[src/rtl/alu_pkg.sv]
// alu_pkg: shared types for the multi-cycle Mic-1 style ALU.
//   state_e : control FSM states (IDLE, BUSY, HOLD)
//   sh_e    : post-ALU shifter select, encoded like the sh input
//   func_e  : ALU function, encoded as {f0,f1}
//   flags_t : packed N/Z/V/C result flags
package alu_pkg;

  typedef enum logic [1:0] {
    IDLE = 2'd0,
    BUSY = 2'd1,
    HOLD = 2'd2
  } state_e;

  typedef enum logic [1:0] {
    SH_NONE = 2'd0,
    SH_SLL  = 2'd1,
    SH_SRA1 = 2'd2,
    SH_SRL1 = 2'd3
  } sh_e;

  typedef enum logic [1:0] {
    F_AND  = 2'd0,
    F_OR   = 2'd1,
    F_NOTB = 2'd2,
    F_ADD  = 2'd3
  } func_e;

  typedef struct packed {
    logic n;
    logic z;
    logic v;
    logic c;
  } flags_t;

  localparam flags_t FLAGS_CLR = '{n: 1'b0, z: 1'b0, v: 1'b0, c: 1'b0};

endpackage

[src/rtl/alu_mc_if.sv]
// alu_mc_if: operation/result handshake bundle of alu_mc.
//   master : operand source and result sink (drives in_valid, operands,
//            Mic-1 controls, sh, mul, out_ready)
//   slave  : the ALU (drives in_ready, out_valid, res, res_hi, flags)
interface alu_mc_if #(
  parameter int N = 16
) ();
  logic         in_valid;
  logic         in_ready;
  logic [N-1:0] a;
  logic [N-1:0] b;
  logic         f0;
  logic         f1;
  logic         ena;
  logic         enb;
  logic         inva;
  logic         inc;
  logic [1:0]   sh;
  logic         mul;
  logic         out_valid;
  logic         out_ready;
  logic [N-1:0] res;
  logic [N-1:0] res_hi;
  logic         flag_n;
  logic         flag_z;
  logic         flag_v;
  logic         flag_c;

  modport master (
    output in_valid, a, b, f0, f1, ena, enb, inva, inc, sh, mul, out_ready,
    input  in_ready, out_valid, res, res_hi, flag_n, flag_z, flag_v, flag_c
  );

  modport slave (
    input  in_valid, a, b, f0, f1, ena, enb, inva, inc, sh, mul, out_ready,
    output in_ready, out_valid, res, res_hi, flag_n, flag_z, flag_v, flag_c
  );
endinterface

[src/rtl/alu_mic1_slice.sv]
// alu_mic1_slice: combinational Mic-1 ALU core, post-ALU shifter and flags.
//   a, b                 : operands
//   func                 : {f0,f1} function select
//   ena, enb, inva, inc  : operand enables, A invert, carry-in
//   sh                   : shifter select
//   res                  : shifted ALU output
//   flags                : N/Z/V/C of the unshifted ALU output
module alu_mic1_slice
  import alu_pkg::*;
#(
  parameter int N       = 16,
  parameter int SLL_AMT = 8
) (
  input  logic [N-1:0] a,
  input  logic [N-1:0] b,
  input  func_e        func,
  input  logic         ena,
  input  logic         enb,
  input  logic         inva,
  input  logic         inc,
  input  sh_e          sh,
  output logic [N-1:0] res,
  output flags_t       flags
);

  logic [N-1:0] a_en_s;
  logic [N-1:0] a_inv_s;
  logic [N-1:0] b_en_s;
  logic [N:0]   sum_s;
  logic [N-1:0] alu_s;

  // ALU core, flag generation and shifter
  always_comb begin
    a_en_s  = ena ? a : {N{1'b0}};
    a_inv_s = inva ? ~a_en_s : a_en_s;
    b_en_s  = enb ? b : {N{1'b0}};
    // One bit wider so the carry out of bit N-1 lands in sum_s[N].
    sum_s   = {1'b0, a_inv_s} + {1'b0, b_en_s} + {{N{1'b0}}, inc};
    alu_s   = {N{1'b0}};
    flags   = FLAGS_CLR;
    case (func)
      F_AND:  alu_s = a_inv_s & b_en_s;
      F_OR:   alu_s = a_inv_s | b_en_s;
      F_NOTB: alu_s = ~b_en_s;
      F_ADD: begin
        alu_s   = sum_s[N-1:0];
        flags.c = sum_s[N];
        // Overflow: like-signed operands producing a result of the other sign.
        flags.v = (a_inv_s[N-1] == b_en_s[N-1]) && (sum_s[N-1] != a_inv_s[N-1]);
      end
      default: alu_s = {N{1'b0}};
    endcase
    flags.n = alu_s[N-1];
    flags.z = (alu_s == {N{1'b0}});
    case (sh)
      SH_NONE: res = alu_s;
      SH_SLL:  res = alu_s << SLL_AMT;
      SH_SRA1: res = {alu_s[N-1], alu_s[N-1:1]};
      SH_SRL1: res = {1'b0, alu_s[N-1:1]};
      default: res = alu_s;
    endcase
  end

endmodule

[src/rtl/alu_mc.sv]
// alu_mc: multi-cycle Mic-1 style ALU with registered result and flags,
// post-ALU shifter, iterative shift-add multiplier and valid/ready on both sides.
//   clk  : clock, rising edge
//   rst  : synchronous reset, active-high
//   bus  : alu_mc_if slave (operation in, result/flags out)
module alu_mc
  import alu_pkg::*;
#(
  parameter int N       = 16,
  parameter int SLL_AMT = 8
) (
  input logic   clk,
  input logic   rst,
  alu_mc_if.slave bus
);

  localparam int CNT_W = $clog2(N);

  state_e           state_r;
  logic [CNT_W-1:0] cnt_r;
  logic [N-1:0]     mcand_r;
  logic [2*N-1:0]   prod_r;
  logic [N-1:0]     res_r;
  logic [N-1:0]     res_hi_r;
  flags_t           flags_r;
  logic             out_valid_r;

  logic             in_ready_s;
  logic             accept_s;
  logic             consume_s;
  logic [N-1:0]     slice_res_s;
  flags_t           slice_flags_s;
  logic [N:0]       prod_add_s;
  logic [2*N-1:0]   prod_nxt_s;

  function automatic flags_t mul_flags(input logic [2*N-1:0] p);
    flags_t f;
    f.n = p[2*N-1];
    f.z = (p == {(2*N){1'b0}});
    f.v = |p[2*N-1:N];
    f.c = 1'b0;
    return f;
  endfunction

  alu_mic1_slice #(
    .N       (N),
    .SLL_AMT (SLL_AMT)
  ) u_slice (
    .a     (bus.a),
    .b     (bus.b),
    .func  (func_e'({bus.f0, bus.f1})),
    .ena   (bus.ena),
    .enb   (bus.enb),
    .inva  (bus.inva),
    .inc   (bus.inc),
    .sh    (sh_e'(bus.sh)),
    .res   (slice_res_s),
    .flags (slice_flags_s)
  );

  // Handshake decode: HOLD can take a new op only in the cycle it is drained
  always_comb begin
    case (state_r)
      IDLE:    in_ready_s = 1'b1;
      HOLD:    in_ready_s = bus.out_ready;
      BUSY:    in_ready_s = 1'b0;
      default: in_ready_s = 1'b0;
    endcase
    accept_s  = bus.in_valid & in_ready_s;
    consume_s = out_valid_r & bus.out_ready;
  end

  // One shift-add step: the multiplier sits in the low half and is shifted out
  // as partial sums enter from the top, so after N steps prod holds a*b.
  always_comb begin
    prod_add_s = {1'b0, prod_r[2*N-1:N]} + {1'b0, mcand_r};
    if (prod_r[0]) begin
      prod_nxt_s = {prod_add_s, prod_r[N-1:1]};
    end else begin
      prod_nxt_s = {1'b0, prod_r[2*N-1:N], prod_r[N-1:1]};
    end
  end

  // Control FSM, multiplier state and registered outputs
  always_ff @(posedge clk) begin
    if (rst) begin
      state_r     <= IDLE;
      cnt_r       <= {CNT_W{1'b0}};
      mcand_r     <= {N{1'b0}};
      prod_r      <= {(2*N){1'b0}};
      res_r       <= {N{1'b0}};
      res_hi_r    <= {N{1'b0}};
      flags_r     <= FLAGS_CLR;
      out_valid_r <= 1'b0;
    end else begin
      case (state_r)
        IDLE, HOLD: begin
          if (accept_s) begin
            if (bus.mul) begin
              state_r     <= BUSY;
              out_valid_r <= 1'b0;
              mcand_r     <= bus.a;
              prod_r      <= {{N{1'b0}}, bus.b};
              cnt_r       <= {CNT_W{1'b0}};
            end else begin
              state_r     <= HOLD;
              out_valid_r <= 1'b1;
              res_r       <= slice_res_s;
              res_hi_r    <= {N{1'b0}};
              flags_r     <= slice_flags_s;
            end
          end else if (consume_s) begin
            state_r     <= IDLE;
            out_valid_r <= 1'b0;
          end else begin
            state_r <= state_r;
          end
        end
        BUSY: begin
          prod_r <= prod_nxt_s;
          if (cnt_r == CNT_W'(N - 1)) begin
            state_r     <= HOLD;
            cnt_r       <= {CNT_W{1'b0}};
            out_valid_r <= 1'b1;
            res_r       <= prod_nxt_s[N-1:0];
            res_hi_r    <= prod_nxt_s[2*N-1:N];
            flags_r     <= mul_flags(prod_nxt_s);
          end else begin
            state_r <= BUSY;
            cnt_r   <= cnt_r + CNT_W'(1);
          end
        end
        default: begin
          state_r     <= IDLE;
          out_valid_r <= 1'b0;
        end
      endcase
    end
  end

  assign bus.in_ready  = in_ready_s;
  assign bus.out_valid = out_valid_r;
  assign bus.res       = res_r;
  assign bus.res_hi    = res_hi_r;
  assign bus.flag_n    = flags_r.n;
  assign bus.flag_z    = flags_r.z;
  assign bus.flag_v    = flags_r.v;
  assign bus.flag_c    = flags_r.c;

endmodule

[src/flat_wrapper.sv]
// flat-port wrapper written by rule: the top's interface ports become plain ports
module alu_mc_flat import alu_pkg::*;
#(
  parameter int N       = 16,
  parameter int SLL_AMT = 8
)
  (clk, rst, bus_in_valid, bus_a, bus_b, bus_f0, bus_f1, bus_ena, bus_enb, bus_inva, bus_inc, bus_sh, bus_mul, bus_out_ready, bus_in_ready, bus_out_valid, bus_res, bus_res_hi, bus_flag_n, bus_flag_z, bus_flag_v, bus_flag_c);
  alu_mc_if #(.N(N)) bus_i ();
  input logic clk;
  input logic rst;
  input wire logic [$bits(bus_i.in_valid)-1:0] bus_in_valid;
  input wire logic [$bits(bus_i.a)-1:0] bus_a;
  input wire logic [$bits(bus_i.b)-1:0] bus_b;
  input wire logic [$bits(bus_i.f0)-1:0] bus_f0;
  input wire logic [$bits(bus_i.f1)-1:0] bus_f1;
  input wire logic [$bits(bus_i.ena)-1:0] bus_ena;
  input wire logic [$bits(bus_i.enb)-1:0] bus_enb;
  input wire logic [$bits(bus_i.inva)-1:0] bus_inva;
  input wire logic [$bits(bus_i.inc)-1:0] bus_inc;
  input wire logic [$bits(bus_i.sh)-1:0] bus_sh;
  input wire logic [$bits(bus_i.mul)-1:0] bus_mul;
  input wire logic [$bits(bus_i.out_ready)-1:0] bus_out_ready;
  output wire logic [$bits(bus_i.in_ready)-1:0] bus_in_ready;
  output wire logic [$bits(bus_i.out_valid)-1:0] bus_out_valid;
  output wire logic [$bits(bus_i.res)-1:0] bus_res;
  output wire logic [$bits(bus_i.res_hi)-1:0] bus_res_hi;
  output wire logic [$bits(bus_i.flag_n)-1:0] bus_flag_n;
  output wire logic [$bits(bus_i.flag_z)-1:0] bus_flag_z;
  output wire logic [$bits(bus_i.flag_v)-1:0] bus_flag_v;
  output wire logic [$bits(bus_i.flag_c)-1:0] bus_flag_c;
  assign bus_i.in_valid = bus_in_valid;
  assign bus_i.a = bus_a;
  assign bus_i.b = bus_b;
  assign bus_i.f0 = bus_f0;
  assign bus_i.f1 = bus_f1;
  assign bus_i.ena = bus_ena;
  assign bus_i.enb = bus_enb;
  assign bus_i.inva = bus_inva;
  assign bus_i.inc = bus_inc;
  assign bus_i.sh = bus_sh;
  assign bus_i.mul = bus_mul;
  assign bus_i.out_ready = bus_out_ready;
  assign bus_in_ready = bus_i.in_ready;
  assign bus_out_valid = bus_i.out_valid;
  assign bus_res = bus_i.res;
  assign bus_res_hi = bus_i.res_hi;
  assign bus_flag_n = bus_i.flag_n;
  assign bus_flag_z = bus_i.flag_z;
  assign bus_flag_v = bus_i.flag_v;
  assign bus_flag_c = bus_i.flag_c;
  alu_mc #(.N(N), .SLL_AMT(SLL_AMT)) u_core (.clk(clk), .rst(rst), .bus(bus_i));
endmodule
[config.mk]
export PLATFORM = sky130hd
export DESIGN_NAME = alu_mc_flat
export DESIGN_NICKNAME = d
export VERILOG_FILES = /design/src/rtl/alu_pkg.sv /design/src/rtl/alu_mc_if.sv /design/src/rtl/alu_mic1_slice.sv /design/src/rtl/alu_mc.sv /design/src/flat_wrapper.sv
export SDC_FILE = /design/constraint.sdc
export NUM_CORES = 1
export LEC_CHECK = 0
export BUFFER_PORTS_ARGS = -buffer_cell sky130_fd_sc_hd__clkbuf_2
export CORE_MARGIN = 5
export CORE_UTILIZATION = 60
export DETAILED_ROUTE_END_ITERATION = 10
export HOLD_SLACK_MARGIN = 0.02
export MAX_ROUTING_LAYER = met4
export PLACE_DENSITY = 0.82
export SYNTH_ARGS = -nofsm -noshare
export SYNTH_HDL_FRONTEND = slang
export SYNTH_SLANG_ARGS = --single-unit
[constraint.sdc]
create_clock -name clk -period 5.43 [get_ports clk]
set_input_delay 0.2715 -clock clk [delete_from_list [all_inputs] [get_ports clk]]
set_output_delay 0.2715 -clock clk [all_outputs]
set_load 0.005 [all_outputs]
==> results of run 1 <==
## routing by layer
metal / global-route usage [%] / vias to the layer above / wire length (um)
met5: - / - / 0
met4: 11.04 / 0 / 699
met3: 4.155 / 64 / 1715
met2: 44.80 / 354 / 9321
met1: 40.36 / 3299 / 8658
li1: - / 3386 / -
## Yosys cell counts (4+ instances only)
cell type,n
a221oi_1,13
mux4_2,9
o21a_1,7
or4_1,4
xnor2_1,27
and3_1,5
nand4_1,4
a311oi_1,17
nand3_1,21
inv_1,61
nor4_1,9
mux2i_1,10
a211oi_1,12
o211ai_1,6
o31ai_1,4
or2_2,4
a31oi_1,8
and2_1,9
nand2_1,157
nor2_1,99
nor3_1,23
a21oi_1,85
clkbuf_1,44
o21ai_0,33
nand3b_1,5
or3_1,4
dfxtp_1,91
nor2b_1,8
ha_1,49
a21o_1,10
and4_1,4
clkbuf_8,8
nand2b_1,4
a22oi_1,7
## cell type report
cell class	count	area share, %
flip-flops and latches	91	23.96
inverters	61	3.011
well taps	143	2.353
clock buffers	9	2.962
multi-input cells	722	61.10
clock inverters	6	0.6253
repair buffers	88	5.990
## worst paths after layout
kind	from	to	cells after the start
hold / removal	bus_a[3]	u_core.mcand_r[3]$_SDFFE_PP0P_	3
setup / recovery	u_core.prod_r[16]$_SDFFE_PP0P_	u_core.bus.flag_v$_SDFFE_PP0P_	11
setup reg to reg	u_core.prod_r[16]$_SDFFE_PP0P_	u_core.bus.flag_v$_SDFFE_PP0P_	11
hold reg to reg	u_core.bus.res_hi[2]$_SDFFE_PP0P_	u_core.bus.res_hi[2]$_SDFFE_PP0P_	2
## registers in the layout, summed over array words and instances, names as in the netlist
register,cells
u_core.bus.flag_n,1
u_core.bus.flag_c,1
u_core.cnt_r,4
u_core.bus.out_valid,1
u_core.bus.res_hi,16
u_core.mcand_r,16
u_core.prod_r,32
u_core.bus.flag_v,1
u_core.bus.res,16
u_core.bus.flag_z,1
u_core.state_r,2
## layout by cell type (no fill, tap or decap), drive strengths merged, types with 23 or more instances in the layout
master | Yosys | final
nor2 | 99 | 99
nand2 | 157 | 157
clkbuf | 52 | 91
inv | 61 | 65
nor3 | 23 | 23
o21ai | 34 | 34
ha | 49 | 49
xnor2 | 27 | 27
dfxtp | 91 | 91
a21oi | 88 | 88
## worst reg2reg max path: stages (launching register included)
cell	delay (ps)
dfxtp_1	330
ha_1	240
fa_1	430
a211oi_1	430
o21bai_1	210
a31oi_1	230
xnor2_1	90
mux2i_1	220
nand4_1	180
a2111oi_0	670
and3b_1	260
o41ai_1	70
## power breakdown
| group | switching (mW) | internal (mW) | leakage (nW) |
|---|---|---|---|
| clock | 0.281 | 0.314 | 0.133 |
| combinational | 0.345 | 0.212 | 2.45 |
| sequential | 0.0367 | 0.707 | 0.741 |
| total | 0.662 | 1.23 | 3.33 |
## cell families after synthesis
logic type,after synthesis
flip-flops,91
XOR/XNOR,30
adder cells (fa/ha/maj),52
multiplexers,22
AND/OR/NAND/NOR,374
AO/OA/AOI/OAI,244
buffers and inverters,120
## stage by stage
step                      total power, mW  setup WS, ps  hold WS (ps)  instances
after floorplan                     1.160          1567         407.5        933
after global routing                1.982          1687         181.6       1120
after detailed placement            1.302          1688         445.6       1105
after global placement              1.294          1728         442.0       1105
final                               1.894          1919         162.1       1120
after CTS                           1.882          2000         158.7       1120
==> metrics.cfg, run 1 <==
[status]
outcome=finished, final reports clean

[final_layout]
antenna_cells=0
fin_util_pct=66.31
drive_gt1_share_pct=13.72
multi_input_area_um2=4646
seqCellArea_um2=1822
final_net_count=1070
final_area_um2=7604
fillers=1049
area_growth_pct=8.324

[sta]
setup_viol=0
worst_pin_slew_ps=1092
finalCriticalPeriod_ps=3511
clock-skew-final_ps=6.868
slew_headroom_pct=27.17
fmax_mhz=284.8
rsz0062_at_grt=false
min_period_over_period_pct=64.66
tns_ps=0
hold_viol_final=0
slew_viol_final=0

[yosys]
synth_fa_ha_area_share_pct=9.590
synthXorXnorAreaFrac_pct=3.743
synth_compound_area_share_pct=23.57
ys_seq_elements=91
synth_ff_type=dfxtp_1
synth_edf_count=0
synth_area_um2=7019
synthesis.instances=933
synth.net_count=1030
synth.largest_area_cell=dfxtp_1
synth_top_family_by_area=simple AND/OR/NAND/NOR gates
yosysSeqAreaShare_pct=25.95
synthSimpleGateAreaFrac_pct=24.15
synth-async-reset-ratio_pct=0
yosysWarnings=0
synth_area_per_cell_um2=7.523
yosysUniqueCellTypes=80
synth.top_cell.area_share_pct=25.95
synth.area.mux_share_pct=5.009
synth_area_leaders=dfxtp_1 (26%), ha_1 (8.7%), nand2_1 (8.4%)

[clock_network]
cts-htree-levels=3
clk_latency_ps=350
cts_buffers=9
hold_buffers=0
postCtsSetupBuffers=0
cts_tree=done
clockBufferDepth=2
cts-root-buf=clkbuf_16
ctsResizeCount=0
cts_sinks=91
clk_pin_slew_ps=70

[drt]
drtPass1Iterations=5
drc=0
avgViaCountPerCell=6.342
routed_wl_um=20390
first_iter_violations=788
wire_per_inst_um=18.21
antenna_left=0
dr_total_vias=7103

[die]
io_pins=83
dieArea_um2=13960
fp.dieW_um=118.2
core_um2=11470
core.rowCount=39
die_h_um=118.2
start_util_pct=61.21

[critical_path]
crit_fanout=3
crit_arrival_ps=3720
cp_num_buf_inv=0
path_cells=ha_1 > fa_1 > a211oi_1 > o21bai_1 > a31oi_1 > xnor2_1 > mux2i_1 > nand4_1 > a2111oi_0 > and3b_1 > o41ai_1
start_kind=flop
r2r_setup_slack_ps=1920
cp.required_ps=5640
crit_type=reg -> reg
endpoint_kind=flop
worst_path_max_delay_cell=a2111oi_0
timing.critical_path.max_delay_family=compound AO/OA/AOI/OAI gates
critical-path-max-stage-delay_ps=670

[global_route]
grt_pass1_vias=6452
grt_overflow_total=0
grt_pass1_wl_um=33470
grtUsageTotal_pct=29.62
grt_max_degree=58
antenna_found_initial=0

[placement]
post_dp_cell_area_um2=7331
dp_hpwl_um=15470
globalplace.congestion=1.002
port_buffers=82

[pwr]
power_density_nw_per_um2=249.1
leakage_nw=3.327
vdd_drop_max_mv=0.2665

[flow_run]
max-cap-violations=0

[worst_hold_path]
holdCritPathClass=in -> reg

(Power assumes the default switching activity.)
==> run 2, diff against run 1 <==
- CORE_UTILIZATION: 60 -> 54
- PLACE_DENSITY: 0.82 -> 0.78
- clock period: 5.43 -> 3.1 ns (I/O delays scaled with it)
==> run 2 against run 1 <==
  * Via count increased by 2.1%
  * Global-route usage fell by 1.2 points
  * Routed wire length grew 3.7%
  * Combinational power is 110% higher
  * Flip-flop and latch count stayed put
  * Clock power is 82% higher
  * Cell count grew 9.1%
  * Clock-buffer cell count is 2 higher
  * Critical path type unchanged
==> metrics.cfg, run 2 (synthesis results as in run 1) <==
[status]
outcome=finished, final reports clean  ; unchanged

[clock_network]
postCtsSetupBuffers=0  ; unchanged
cts_tree=done  ; unchanged
clk_latency_ps=340  ; was 350 ps
cts_buffers=9  ; unchanged
cts_sinks=91  ; unchanged
cts-htree-levels=3  ; unchanged
clk_pin_slew_ps=60  ; was 70 ps
clockBufferDepth=2  ; unchanged
cts-root-buf=clkbuf_16  ; unchanged

[final_layout]
drive_gt1_share_pct=21.52  ; was 13.72%
final_area_um2=8362  ; was 7604 um^2
largest_reg_flops=32  ; unchanged
final_net_count=1143  ; was 1070
final_common_cell=nand2_1  ; unchanged
fin_util_pct=65.99  ; was 66.31%
layout_common_cells=nand2_1 (156), nor2_1 (99), dfxtp_1 (91)  ; was nand2_1 (157), nor2_1 (99), dfxtp_1 (91)
stdcell_count=1222  ; was 1120
antenna_cells=0  ; unchanged
fillers=1127  ; was 1049
top_register=u_core.prod_r  ; unchanged
area_growth_pct=19.13  ; was 8.324%

[placement]
globalplace.congestion=1.004  ; was 1.002
dp_hpwl_um=16410  ; was 15470 um
post_dp_cell_area_um2=7986  ; was 7331 um^2
dp_slack_ps=-238.3  ; was 1688 ps
dpl.cell_count=1207  ; was 1105
port_buffers=82  ; unchanged

[sta]
setup_viol=0  ; unchanged
finalCriticalPeriod_ps=3034  ; was 3511 ps
worst_pin_slew_ps=756.5  ; was 1092 ps
slew_viol_final=0  ; unchanged
rsz0062_at_grt=true  ; was false
slew_headroom_pct=49.12  ; was 27.17%
setup_slack_ps=65.83  ; was 1919 ps
clock-skew-final_ps=6.118  ; was 6.868 ps
fmax_mhz=329.6  ; was 284.8 MHz
min_period_over_period_pct=97.88  ; was 64.66%
hold_viol_final=0  ; unchanged

[worst_hold_path]
holdCritPathClass=in -> reg  ; unchanged

[critical_path]
endpoint_kind=flop  ; unchanged
crit_type=reg -> reg  ; unchanged
cp.required_ps=3340  ; was 5640 ps
start_kind=flop  ; unchanged
crit_fanout=3  ; unchanged
crit_arrival_ps=3270  ; was 3720 ps

[pwr]
leakage_nw=3.738  ; was 3.327 nW
internal_power_mw=2.361  ; was 1.232 mW
power.share.sequential_pct=36.9  ; was 39.3%
power_density_nw_per_um2=422.0  ; was 249.1 nW/um^2
pwr-share-comb_pct=32.6  ; was 29.4%
switching_share_pct=33.11  ; was 34.94%
vdd_drop_max_mv=0.3334  ; was 0.2665 mV
power.share.clock_pct=30.5  ; was 31.4%
switchingPower_mw=1.168  ; was 0.6619 mW
power_mw=3.529  ; was 1.894 mW

[drt]
wire_per_inst_um=17.31  ; was 18.21 um
dr_total_vias=7253  ; was 7103
drc=0  ; unchanged
drtPass1Iterations=6  ; was 5
avgViaCountPerCell=5.935  ; was 6.342
antenna_left=0  ; unchanged
first_iter_violations=749  ; was 788
routed_wl_um=21150  ; was 20390 um

[die]
fp.dieW_um=124.0  ; was 118.2 um
io_pins=83  ; unchanged
start_util_pct=55.40  ; was 61.21%
dieArea_um2=15380  ; was 13960 um^2
die_h_um=124.0  ; was 118.2 um
core_um2=12670  ; was 11470 um^2
core.rowCount=41  ; was 39

[global_route]
grt_overflow_total=0  ; unchanged
grt_max_degree=73  ; was 58
grt_pass1_wl_um=33500  ; was 33470 um
grt_pass1_vias=6410  ; was 6452
antenna_found_initial=0  ; unchanged
grtUsageTotal_pct=28.37  ; was 29.62%

[flow_run]
max-cap-violations=0  ; unchanged

## run 2: changes by cell type in the layout (fill, tap and decap cells not counted), moves of 2 or more
cell       previous run  this run
inv_1                61        59
clkbuf_1              0         2
nor2b_1               7         5
inv_2                 0         2
inv_6                 4         0
nor2b_4               0         2
a2111oi_0             3         1
xnor2_1              27        24
clkinv_4              0         2
buf_4                 6        77
xnor2_2               0         2
a21oi_2               3         6
a21oi_1              85        82
## run 2: path summary, 6_finish.rpt
check	to	from	slack, ps	cells past startpoint
worst min register to register	u_core.bus.res_hi[6]$_SDFFE_PP0P_	u_core.bus.res_hi[6]$_SDFFE_PP0P_	450	2
worst min-delay path	u_core.mcand_r[13]$_SDFFE_PP0P_	bus_a[13]	60	3
worst max-delay path	u_core.bus.flag_v$_SDFFE_PP0P_	u_core.prod_r[16]$_SDFFE_PP0P_	70	13
worst max register to register	u_core.bus.flag_v$_SDFFE_PP0P_	u_core.prod_r[16]$_SDFFE_PP0P_	70	13
## run 2: power groups by stage
stage          registers [mW]  logic (mW)  clock network, mW
2_1_floorplan            1.30       0.749                  0
3_3_place_gp             1.32        1.09                  0
3_5_place_dp             1.32        1.11                  0
4_1_cts                  1.30        1.12               1.08
5_1_grt                  1.31        1.26               1.12
6_report                 1.30        1.15               1.08
## run 2: cell type report
type                       count  area [um^2]  area share (%)
inverter                      61        229.0           2.738
multi-input combinational    722         4791           57.29
clock buffer                  11        232.7           2.783
tap                          172        215.2           2.574
timing repair buffer         161         1020           12.20
sequential                    91         1822           21.79
clock inverter                 4        52.55          0.6285
## run 2: per-layer routing
metal / global-route usage (%) / vias to the layer above / share of wire, %
met2: 39.81 / 310 / 42
met1: 42.19 / 3379 / 48
li1: - / 3533 / -
met5: - / - / 0
met3: 4.360 / 31 / 8.5
met4: 7.803 / 0 / 2.1
## run 2: repair_timing
action	4_1_cts	5_1_grt
resized for setup	2	17
hold buffers	0	0
endpoints found under the setup margin	1	7
pin swaps	1	6
endpoints found under the hold margin	0	0
## run 2: critical path, cell delays in order (launching register included)
cell       delay (ps)
dfxtp_1           320
ha_1              230
fa_1              410
a211oi_2          230
buf_4             150
o21bai_1          130
nand4_1           170
a21oi_1           140
and3b_1           220
o31ai_2           310
a2111oi_4          80
buf_4             160
and3b_1           160
o41ai_1           220
## run 2: through the flow
step / TNS, ps / hold WS (ps)
floorplan: -155.9 / 291.0
global placement: -880.5 / 414.4
detailed placement: -1944 / 403.1
CTS: 0 / 52.55
global route: -62.02 / 59.70
finish: 0 / 56.92
==> run 3, diff against run 2 <==
- ABC_AREA: default -> 1
==> run 3 against run 2 <==
  * Clock-buffer cell count is 2 lower
  * Core utilization is 4.4 points lower
  * Fmax is 15% higher
  * Flip-flop and latch count stayed put
  * Routed wire length is 6.3% higher
  * Non-clock buffer count is 68 lower
  * Register-to-register slack better by 520 ps
  * Power is 2.5% lower
  * Clock skew is 4.1 ps higher
  * Global-route usage is 2.4 points higher
  * First-iteration DRC count is 0.93% higher
  * Critical path type is now in -> reg
  * Highest routed layer unchanged
==> metrics.cfg, run 3 <==
[status]
outcome=finished, final reports clean  ; unchanged

[global_route]
grt_max_degree=53  ; was 73
antenna_found_initial=0  ; unchanged
grt_pass1_wl_um=35760  ; was 33500 um
grtUsageTotal_pct=30.74  ; was 28.37%
grt_overflow_total=0  ; unchanged
grt_pass1_vias=7148  ; was 6410

[sta]
tns_ps=0  ; unchanged
finalCriticalPeriod_ps=2647  ; was 3034 ps
setup_viol=0  ; unchanged
clock-skew-final_ps=10.19  ; was 6.118 ps
slew_headroom_pct=43.88  ; was 49.12%
slew_viol_final=0  ; unchanged
fmax_mhz=377.9  ; was 329.6 MHz
hold_viol_final=0  ; unchanged
rsz0062_at_grt=false  ; was true
worst_pin_slew_ps=833.0  ; was 756.5 ps
min_period_over_period_pct=85.37  ; was 97.88%

[worst_hold_path]
holdCritStartpoint=bus_b[9]  ; was bus_a[13]
min_path_cells=3  ; unchanged
holdCritPathClass=in -> reg  ; unchanged
whs_endpoint=u_core.prod_r[9]$_SDFFE_PP0P_  ; was u_core.mcand_r[13]$_SDFFE_PP0P_

[die]
io_pins=83  ; unchanged
dieArea_um2=15400  ; was 15380 um^2
fp.dieW_um=124.1  ; was 124.0 um
core.rowCount=41  ; unchanged
die_h_um=124.1  ; was 124.0 um
core_um2=12670  ; unchanged
start_util_pct=55.47  ; was 55.40%

[final_layout]
final_net_count=1302  ; was 1143
layout_common_cells=nand2_1 (356), inv_1 (142), nand3_1 (97), a21oi_1 (97), o21ai_0 (93)  ; was nand2_1 (156), nor2_1 (99), dfxtp_1 (91)
largest_reg_flops=32  ; unchanged
top_register=u_core.prod_r  ; unchanged
drive_gt1_share_pct=11.08  ; was 21.52%
fin_util_pct=61.64  ; was 65.99%
fillers=1281  ; was 1127
final_common_cell=nand2_1  ; unchanged
final_area_um2=7810  ; was 8362 um^2
antenna_cells=0  ; unchanged
area_growth_pct=11.13  ; was 19.13%

[yosys]
synthesis.instances=1151  ; was 933
ys_seq_elements=91  ; unchanged
synth_area_per_cell_um2=6.106  ; was 7.523 um^2
yosysMostFrequentCell=nand2_1  ; unchanged
yosysSeqAreaShare_pct=25.92  ; was 25.95%
synth_edf_count=0  ; unchanged
synth-async-reset-ratio_pct=0  ; unchanged
synth.largest_area_cell=dfxtp_1  ; unchanged
yosysWarnings=0  ; unchanged
yosysUniqueCellTypes=38  ; was 80
synth.net_count=1248  ; was 1030
synth_common_cells=nand2_1 (356), inv_1 (142), a21oi_1 (97), nand3_1 (97), o21ai_0 (93)  ; was nand2_1 (157), nor2_1 (99), dfxtp_1 (91)
synth_area_um2=7028  ; was 7019 um^2
synth_ff_type=dfxtp_1  ; unchanged
synth_area_leaders=dfxtp_1 (26%), nand2_1 (19%), ha_1 (8.7%)  ; was dfxtp_1 (26%), ha_1 (8.7%), nand2_1 (8.4%)
synth.top_cell.area_share_pct=25.92  ; was 25.95%

[clock_network]
clk_pin_slew_ps=70  ; was 60 ps
clockBufferDepth=2  ; unchanged
cts-htree-levels=3  ; unchanged
cts-root-buf=clkbuf_16  ; unchanged
cts_buffers=9  ; unchanged
postCtsSetupBuffers=0  ; unchanged
cts_tree=done  ; unchanged
cts_sinks=91  ; unchanged
ctsResizeCount=0  ; was 2
hold_buffers=0  ; unchanged
clk_latency_ps=360  ; was 340 ps

[drt]
antenna_left=0  ; unchanged
drtPass1Iterations=5  ; was 6
dr_total_vias=7721  ; was 7253
drc=0  ; unchanged
wire_per_inst_um=16.29  ; was 17.31 um
avgViaCountPerCell=5.591  ; was 5.935
first_iter_violations=756  ; was 749
routed_wl_um=22490  ; was 21150 um

[pwr]
power_mw=3.441  ; was 3.529 mW
vdd_drop_max_mv=0.2322  ; was 0.3334 mV
power.share.sequential_pct=39.4  ; was 36.9%
internal_power_mw=2.181  ; was 2.361 mW
switching_share_pct=36.61  ; was 33.11%
power_density_nw_per_um2=440.6  ; was 422.0 nW/um^2
power.share.clock_pct=30.3  ; was 30.5%
switchingPower_mw=1.260  ; was 1.168 mW
pwr-share-comb_pct=30.3  ; was 32.6%
leakage_nw=3.984  ; was 3.738 nW

[critical_path]
crit_fanout=16  ; was 3
start_kind=input pin  ; was flop
r2r_setup_slack_ps=590  ; was 70 ps
reg2reg_to=u_core.bus.flag_v$_SDFFE_PP0P_  ; unchanged
endpoint_kind=flop  ; unchanged
crit_arrival_ps=2950  ; was 3270 ps
crit_type=in -> reg  ; was reg -> reg
cp.required_ps=3400  ; was 3340 ps
r2r_start=u_core.mcand_r[0]$_SDFFE_PP0P_  ; was u_core.prod_r[16]$_SDFFE_PP0P_
r2r.worst_path.cells=16  ; was 13

[placement]
globalplace.congestion=1.012  ; was 1.004
port_buffers=82  ; unchanged
dp_hpwl_um=17410  ; was 16410 um
post_dp_cell_area_um2=7533  ; was 7986 um^2

[flow_run]
max-cap-violations=0  ; unchanged

==> run 3: logic make-up (layout without fill, tap and decap cells) <==
family / count (synthesis) / in the layout / share of synthesized area [%]
flops: 91 / 91 / 25.92
buf+inv: 197 / 255 / 10.91
mux: 1 / 1 / 0.1424
compound gates: 238 / 238 / 18.09
simple gates: 555 / 555 / 33.24
xor+xnor: 17 / 17 / 2.119
fa+ha+maj: 52 / 52 / 9.578
==> run 3: how the worst max path moves through the flow <==
| stage | from | endpoint | slack (ps) | depth (start not counted) |
|---|---|---|---|---|
| 2_1_floorplan | bus_ena | u_core.bus.flag_z$_SDFFE_PP0P_ | 280 | 21 |
| 3_3_place_gp | bus_ena | u_core.bus.flag_z$_SDFFE_PP0P_ | 170 | 16 |
| 3_5_place_dp | bus_ena | u_core.bus.flag_z$_SDFFE_PP0P_ | 120 | 18 |
| 4_1_cts | bus_ena | u_core.bus.flag_z$_SDFFE_PP0P_ | 490 | 18 |
| 5_1_grt | bus_ena | u_core.bus.flag_z$_SDFFE_PP0P_ | 180 | 16 |
| 6_report | bus_ena | u_core.bus.flag_z$_SDFFE_PP0P_ | 450 | 16 |
==> run 3: through the flow <==
stage / instances / hold WS (ps) / setup slack [ps]
floorplan: 1151 / 315.9 / 282.9
global route: 1381 / 89.69 / 184.0
finish: 1381 / 65.57 / 453.5
CTS: 1381 / 62.57 / 491.5
global placement: 1366 / 434.3 / 170.7
detailed placement: 1366 / 440.1 / 121.6
==> run 3: final cells by class <==
| type | instances | area [um^2] | area share [%] |
|---|---|---|---|
| multi-input cells | 863 | 4439 | 56.84 |
| flip-flops and latches | 91 | 1822 | 23.33 |
| inverters | 147 | 551.8 | 7.065 |
| repair buffers | 93 | 505.5 | 6.472 |
| clock buffers | 9 | 225.2 | 2.884 |
| well taps | 172 | 215.2 | 2.756 |
| clock inverters | 6 | 51.30 | 0.6568 |
==> run 3: power by group through the flow <==
stage / Combinational, mW / Sequential, mW / Clock (mW)
CTS: 1.03 / 1.35 / 1.06
finish: 1.04 / 1.36 / 1.04
detailed placement: 1.02 / 1.38 / 0
floorplan: 0.710 / 1.35 / 0
global route: 1.17 / 1.37 / 1.10
global placement: 1.01 / 1.38 / 0
==> run 3: per-layer routing <==
metal	global-route usage, %	part of all wire (%)
met4	13.07	4.0
met1	37.73	42
met3	4.087	6.6
met2	50.84	47
met5	-	0
==> run 3: worst max-delay path, stage by stage <==
cell	delay, ps
clkbuf_2	250
nand2_1	100
xor2_1	190
fa_1	460
fa_1	390
inv_1	120
nand2_1	70
nand2_1	70
o21ai_0	60
o21ai_0	290
nand3_1	150
nor3_1	260
nand4_1	170
nand3_1	120
nand2_1	50
inv_1	40
